### config.mk
export PLATFORM = sky130hd
export DESIGN_NAME = rcon_gen_flat
export DESIGN_NICKNAME = d
export VERILOG_FILES = /design/src/rtl/aes_pkg.sv /design/src/rtl/rcon_gen_if.sv /design/src/rtl/rcon_step.sv /design/src/rtl/rcon_gen.sv /design/src/flat_wrapper.sv
export SDC_FILE = /design/constraint.sdc
export NUM_CORES = 1
export LEC_CHECK = 0
export BUFFER_PORTS_ARGS = -buffer_cell sky130_fd_sc_hd__buf_2
export CAP_MARGIN = 20
export CORE_MARGIN = 5
export CORE_UTILIZATION = 46
export CTS_CLUSTER_DIAMETER = 80
export DETAILED_ROUTE_END_ITERATION = 6
export PLACE_DENSITY = 0.85
export SLEW_MARGIN = 25
export SYNTH_ARGS = -nofsm -noshare
export SYNTH_HDL_FRONTEND = slang
export SYNTH_SLANG_ARGS = --single-unit
### constraint.sdc
create_clock -name clk -period 1.9 [get_ports clk]
set_clock_uncertainty 0.05 [all_clocks]
set_input_delay 0.19 -clock clk [delete_from_list [all_inputs] [get_ports clk]]
set_output_delay 0.19 -clock clk [all_outputs]
set_load 0.05 [all_outputs]
### src/rtl/aes_pkg.sv
// Shared AES round-constant definitions.
// Holds key-length encodings, last-round numbers, the GF(2^8) reduction
// polynomial, the FSM state type and the byte stepping helpers.
package aes_pkg;

  localparam logic [1:0] KEY_LEN_128 = 2'd0;
  localparam logic [1:0] KEY_LEN_192 = 2'd1;
  localparam logic [1:0] KEY_LEN_256 = 2'd2;

  localparam logic [3:0] LAST_ROUND_128 = 4'd10;
  localparam logic [3:0] LAST_ROUND_192 = 4'd8;
  localparam logic [3:0] LAST_ROUND_256 = 4'd7;

  localparam logic [7:0] RCON_POLY  = 8'h1B;
  localparam logic [7:0] RCON_FIRST = 8'h01;

  typedef enum logic [1:0] {
    IDLE,
    RUN,
    DONE
  } rcon_state_t;

  // Multiply by x in GF(2^8): shift left, reduce when the old MSB was set.
  function automatic logic [7:0] xtime(input logic [7:0] b);
    return {b[6:0], 1'b0} ^ (b[7] ? RCON_POLY : 8'h00);
  endfunction

  // Undo xtime: an odd byte can only come from a reduced product.
  function automatic logic [7:0] invXtime(input logic [7:0] b);
    if (b[0]) begin
      return ((b ^ RCON_POLY) >> 1) | 8'h80;
    end
    return b >> 1;
  endfunction

  // Encoding 3 is not a real key length and falls back to AES-128.
  function automatic logic [3:0] lastRound(input logic [1:0] keyLen);
    case (keyLen)
      KEY_LEN_192: return LAST_ROUND_192;
      KEY_LEN_256: return LAST_ROUND_256;
      default:     return LAST_ROUND_128;
    endcase
  endfunction

  // Constant of the final round, the starting point of a reverse walk.
  function automatic logic [7:0] lastRcon(input logic [1:0] keyLen);
    case (keyLen)
      KEY_LEN_192: return 8'h80;
      KEY_LEN_256: return 8'h40;
      default:     return 8'h36;
    endcase
  endfunction

endpackage

### src/rtl/rcon_gen_if.sv
// Control/result bundle between a key-schedule client and rcon_gen.
// The client (master) issues start/next pulses; the generator (slave)
// returns the current round constant with its round number and status.
interface rcon_gen_if #(
  parameter int WORD_W = 32,
  parameter int IDX_W  = 4
);

  logic              start;
  logic              next;
  logic [1:0]        key_len;
  logic              dir;
  logic [WORD_W-1:0] rcon_word;
  logic [IDX_W-1:0]  round_idx;
  logic              valid;
  logic              done;

  modport master (
    output start, next, key_len, dir,
    input  rcon_word, round_idx, valid, done
  );

  modport slave (
    input  start, next, key_len, dir,
    output rcon_word, round_idx, valid, done
  );

endinterface

### src/rtl/rcon_step.sv
// Combinational single-step round-constant stepper.
// Forward multiplies by x; with RCON_REVERSE_EN defined, i_dir=1 divides
// by x instead. Without the macro only the forward path exists and the top
// always drives i_dir low.
import aes_pkg::*;

module rcon_step (
  input  logic [7:0] i_byte,
  input  logic       i_dir,
  output logic [7:0] o_byte
);

`ifdef RCON_REVERSE_EN
  // Choose multiply or divide by x depending on the walk direction.
  always_comb begin
    o_byte = xtime(i_byte);
    if (i_dir) begin
      o_byte = invXtime(i_byte);
    end
  end
`else
  // Forward-only stepping; a reverse request has no meaning in this build.
  always_comb begin
    o_byte = xtime(i_byte) & {8{~i_dir}};
  end
`endif

endmodule

### src/rtl/rcon_gen.sv
// AES key-expansion round-constant generator.
// Walks the Rcon sequence one step per accepted next pulse, for AES-128/192/256.
// Optional macro RCON_REVERSE_EN adds reverse walking (last round down to 1).
import aes_pkg::*;

module rcon_gen #(
  parameter int WORD_W = 32,
  parameter int IDX_W  = 4
) (
  input  logic        clk,
  input  logic        rst,
  rcon_gen_if.slave   bus
);

  rcon_state_t      r_state;
  logic [7:0]       r_byte;
  logic [IDX_W-1:0] r_idx;
  logic [1:0]       r_keyLen;
  logic             r_dir;

  rcon_state_t      w_state;
  logic [7:0]       w_byte;
  logic [IDX_W-1:0] w_idx;
  logic [1:0]       w_keyLen;
  logic             w_dir;
  logic             w_dirReq;
  logic [7:0]       w_stepByte;
  logic [IDX_W-1:0] w_lastIdx;
  logic [IDX_W-1:0] w_endIdx;

`ifdef RCON_REVERSE_EN
  assign w_dirReq = bus.dir;
`else
  assign w_dirReq = bus.dir & 1'b0;
`endif

  assign w_lastIdx = IDX_W'(lastRound(r_keyLen));
  assign w_endIdx  = r_dir ? IDX_W'(1) : w_lastIdx;

  rcon_step u_step (
    .i_byte (r_byte),
    .i_dir  (r_dir),
    .o_byte (w_stepByte)
  );

  // Next-state logic: start restarts from any state and beats next;
  // next only moves the schedule while running.
  always_comb begin
    w_state  = r_state;
    w_byte   = r_byte;
    w_idx    = r_idx;
    w_keyLen = r_keyLen;
    w_dir    = r_dir;
    if (bus.start) begin
      w_state  = RUN;
      w_keyLen = bus.key_len;
      w_dir    = w_dirReq;
      if (w_dirReq) begin
        w_idx  = IDX_W'(lastRound(bus.key_len));
        w_byte = lastRcon(bus.key_len);
      end else begin
        w_idx  = IDX_W'(1);
        w_byte = RCON_FIRST;
      end
    end else if (bus.next && (r_state == RUN)) begin
      if (r_idx == w_endIdx) begin
        w_state = DONE;
      end else begin
        w_byte = w_stepByte;
        w_idx  = r_dir ? (r_idx - IDX_W'(1)) : (r_idx + IDX_W'(1));
      end
    end
  end

  // State register with synchronous reset that clears every visible value.
  always_ff @(posedge clk) begin
    if (rst) begin
      r_state  <= IDLE;
      r_byte   <= 8'h00;
      r_idx    <= '0;
      r_keyLen <= 2'd0;
      r_dir    <= 1'b0;
    end else begin
      r_state  <= w_state;
      r_byte   <= w_byte;
      r_idx    <= w_idx;
      r_keyLen <= w_keyLen;
      r_dir    <= w_dir;
    end
  end

  assign bus.rcon_word = WORD_W'(r_byte) << (WORD_W - 8);
  assign bus.round_idx = r_idx;
  assign bus.valid     = (r_state == RUN);
  assign bus.done      = (r_state == DONE);

endmodule

### src/flat_wrapper.sv
// flat-port wrapper written by rule: the top's interface ports become plain ports
module rcon_gen_flat 
#(
  parameter int WORD_W = 32,
  parameter int IDX_W  = 4
)
  (clk, rst, bus_start, bus_next, bus_key_len, bus_dir, bus_rcon_word, bus_round_idx, bus_valid, bus_done);
  rcon_gen_if #(.WORD_W(WORD_W), .IDX_W(IDX_W)) bus_i ();
  input  logic clk;
  input  logic rst;
  input wire logic [$bits(bus_i.start)-1:0] bus_start;
  input wire logic [$bits(bus_i.next)-1:0] bus_next;
  input wire logic [$bits(bus_i.key_len)-1:0] bus_key_len;
  input wire logic [$bits(bus_i.dir)-1:0] bus_dir;
  output wire logic [$bits(bus_i.rcon_word)-1:0] bus_rcon_word;
  output wire logic [$bits(bus_i.round_idx)-1:0] bus_round_idx;
  output wire logic [$bits(bus_i.valid)-1:0] bus_valid;
  output wire logic [$bits(bus_i.done)-1:0] bus_done;
  assign bus_i.start = bus_start;
  assign bus_i.next = bus_next;
  assign bus_i.key_len = bus_key_len;
  assign bus_i.dir = bus_dir;
  assign bus_rcon_word = bus_i.rcon_word;
  assign bus_round_idx = bus_i.round_idx;
  assign bus_valid = bus_i.valid;
  assign bus_done = bus_i.done;
  rcon_gen #(.WORD_W(WORD_W), .IDX_W(IDX_W)) u_core (.clk(clk), .rst(rst), .bus(bus_i));
endmodule
==> summary.txt <==
Outcome
  • Outcome: completed

Critical path
  • Cell family contributing the most delay on the critical path: simple AND/OR/NAND/NOR gates
  • Arrival time of the worst setup path: 1.78 ns
  • CP cell instances: and3_1 > nor4bb_1 > buf_4 > nor4_1 > a2111oi_0
  • Reg-to-Reg End: u_core.bus.round_idx[0]$_SDFFE_PP0P_
  • Required time at the endpoint of the critical path: 2.01 ns
  • Launch instance of the worst register-to-register path: u_core.bus.round_idx[0]$_SDFFE_PP0P_
  • Peak per-stage delay on the critical path: 0.38 ns
  • Cell type of the slowest stage on the worst timing path: dfxtp_2
  • Buffer and inverter count on the worst path: 1
  • Critical path type: reg -> reg
  • Worst setup EP type: flip-flop
  • Logic depth of the worst register-to-register path: 5
  • Critical path peak fanout: 8
  • Startpoint Class: flip-flop
  • Register-to-register setup slack: 0.22 ns

Cells and area
  • Filler cell count in the final layout: 204
  • Antenna fix cells: 0
  • Net count, final: 140
  • Multi-input gate area in the final layout: 533 um2
  • Ratio of cells with drive above 1 in the final layout: 23.8%
  • Sequential standard cell area: 325 um2
  • Layout-stage area growth over the synthesis result: 1.97%
  • Post-route standard cell area excluding fillers: 0.00104 mm2

GRT
  • Number of global-route vias before repair: 625
  • Pin count of the biggest net entering global routing: 16
  • Sum of overflow across all layers after global routing: 0
  • Total Routing Usage GR: 10.3%
  • Global-route wire length before repair: 2.73 mm
  • Initial antenna violation count: 0

CTS
  • Bufs on Longest Clock Path: 2
  • Clk_lat worst skew: 0.28 ns
  • CTS Root Buffer Type: clkbuf_4
  • Cts-stage hold buffer count: 0
  • Post-CTS resize count: 0
  • Total CTS buffers: 3
  • Post-CTS Setup Bufs: 0
  • Clock Sinks: 16
  • CTS tree: built
  • Htree depth: 1
  • Reg clk slew, reported paths: 0.09 ns

STA
  • Maximum clock frequency: 596 MHz
  • Fin. max-slew vios: 0
  • Number of hold-slack violations in the final timing report: 0
  • Count of final setup violators: 0
  • Unrepaired setup endpoints after global routing: false
  • Portion of the clock cycle consumed by the worst path in the final layout: 88.3%
  • Total negative slack: 0 ns
  • Post-route minimum period: 1.68 ns

Synthesis
  • Commonest cells post-synth: buf_4, nand2_1, dfxtp_1, mux2i_1, nor2_1
  • Cells taking the most area after synthesis: dfxtp_1, buf_4, mux2i_1, nand2_1, xor2_1
  • Most area-hungry cell type in the Yosys netlist: dfxtp_1
  • Synthesized area per cell: 8.69 um2
  • Number of warning messages in the yosys log: 0
  • Cells after synthesis: 117
  • Area of the mapped netlist: 0.00102 mm2
  • Flop and latch count out of synthesis: 16
  • Number of synthesized flops with an enable pin: 0
  • Post-synthesis sequential area ratio: 31.5%
  • Post-synth top flop: dfxtp_1
  • Count of unique library cells instantiated by Yosys: 30
  • Most numerous cell in the Yosys netlist: buf_4
  • Fraction of synthesis flops using an asynchronous set or reset pin: 0%
  • Top-area cell type share of the netlist area: 31.5%

Floorplanning
  • Number of top-level pins: 45
  • Core box area: 0.00217 mm2
  • Die width: 57.0 um
  • Initial Utilization: 46.9%
  • Row Count: 17
  • Die Area: 0.00325 mm2
  • Vert. Die Dim: 57.0 um

Placement
  • Count of input and output buffers: 19
  • Post-Place Cell Area: 0.00101 mm2
  • Detailed Place HPWL: 1.34 mm
  • Global placer's final weighted congestion: 0.845

Worst hold path
  • Number of instances on the worst hold path: 3
  • Min-Delay Path Class: in -> reg
  • Hold_sp: bus_key_len[1]
  • End of the worst hold path: u_core.r_keyLen[1]$_SDFFE_PP0P_

Power
  • Areal power density over the cells: 687 mW/mm2
  • Static leakage: 0.503 nW
  • Maximum vdd drop: 0.512 mV
  • Overall power of the completed layout: 0.713 mW

Route
  • Number of remaining DRC errors: 0
  • Wire per inst: 11.1 um
  • Detailed Routing Iterations Pass 1: 4
  • Vias per cell: 4.67
  • Number of DRC violations after detailed-routing iteration 0: 24
  • Total length of routed wires: 1.75 mm
  • Residual antenna-violating net count after detailed routing: 0
  • Via count: 738

Job
  • Max Cap Viol: 0
## through the flow
stage	util [%]	setup WS [ns]	hold WS, ns	cells
2_1_floorplan	-	0.0439	0.287	140
3_3_place_gp	46.8	0.318	0.377	155
3_5_place_dp	46.8	0.237	0.394	155
4_1_cts	47.8	0.219	0.0979	158
5_1_grt	47.8	0.0795	0.136	158
6_report	47.8	0.222	0.102	158
## state kept, by name, summed over array words and instances (netlist names)
register / count
u_core.r_state: 2
u_core.r_byte: 8
u_core.r_keyLen: 2
u_core.bus.round_idx: 4
## worst max path at each step
stage,to,start,cells past startpoint
CTS,u_core.bus.round_idx[0]$_SDFFE_PP0P_,u_core.bus.round_idx[0]$_SDFFE_PP0P_,5
floorplan,u_core.bus.round_idx[1]$_SDFFE_PP0P_,u_core.r_state[0]$_SDFFE_PP0P_,4
global route,u_core.bus.round_idx[0]$_SDFFE_PP0P_,u_core.bus.round_idx[0]$_SDFFE_PP0P_,5
global placement,u_core.bus.round_idx[0]$_SDFFE_PP0P_,u_core.bus.round_idx[1]$_SDFFE_PP0P_,5
detailed placement,u_core.bus.round_idx[0]$_SDFFE_PP0P_,u_core.bus.round_idx[0]$_SDFFE_PP0P_,5
finish,u_core.bus.round_idx[0]$_SDFFE_PP0P_,u_core.bus.round_idx[0]$_SDFFE_PP0P_,5
## metal layers
layer / global-route usage, % / vias up / wire (um)
li1: - / 369 / -
met1: 12.3 / 335 / 684
met2: 17.3 / 32 / 890
met3: 3.17 / 2 / 161
met4: 3.97 / 0 / 9
met5: 0 / - / 0
## area by class of cell
type                    instances  area share (%)
inverters                       1           0.362
multi-input cells              88            51.4
repair buffers                 22            11.3
flip-flops and latches         16            31.4
well taps                      28            3.38
clock buffers                   3            2.17
## worst register-to-register path: stages (launching register included)
cell and delay (ns):
dfxtp_2 0.38, and3_1 0.18, nor4bb_1 0.32, buf_4 0.23, nor4_1 0.06, a2111oi_0 0.33
## cells by family after synthesis
kind of cell               share of synthesized area, %
other                                             0.369
adders and majority gates                          1.23
muxes                                              11.8
xor gates and xnor gates                           3.44
DFF                                                31.5
and+or+nand+nor                                    20.4
AOI/OAI and AO/OA                                  6.40
buffers and inverters                              24.8
## power by group
part           switching [mW]  internal [mW]
clock                  0.0974         0.0734
combinational           0.157         0.0308
sequential            0.00948          0.344
## placed cells by master (no fill, tap or decap)
cell / Yosys / layout
or3_1: 2 / 2
dfxtp_1: 16 / 12
inv_1: 1 / 1
xor2_1: 3 / 3
nand2_1: 18 / 18
o31a_1: 2 / 2
ha_1: 1 / 1
buf_2: 1 / 19
and3_1: 3 / 3
mux2i_1: 12 / 12
a2111oi_0: 1 / 1
dfxtp_2: 0 / 4
nor4bb_1: 1 / 1
nand3_1: 1 / 1
o22ai_1: 1 / 1
and3b_1: 1 / 1
a21oi_1: 1 / 1
nor3b_1: 1 / 1
buf_4: 29 / 3
nand2b_1: 1 / 1
xnor2_1: 1 / 1
nor4_1: 3 / 3
o21a_1: 1 / 1
o41a_1: 1 / 1
o41ai_1: 1 / 1
nor2_1: 5 / 5
nor2b_1: 2 / 1
nor4_4: 1 / 1
conb_1: 1 / 24
clkbuf_4: 0 / 3
nor2b_2: 0 / 1
Note: power is estimated with default switching activity, not from simulation.
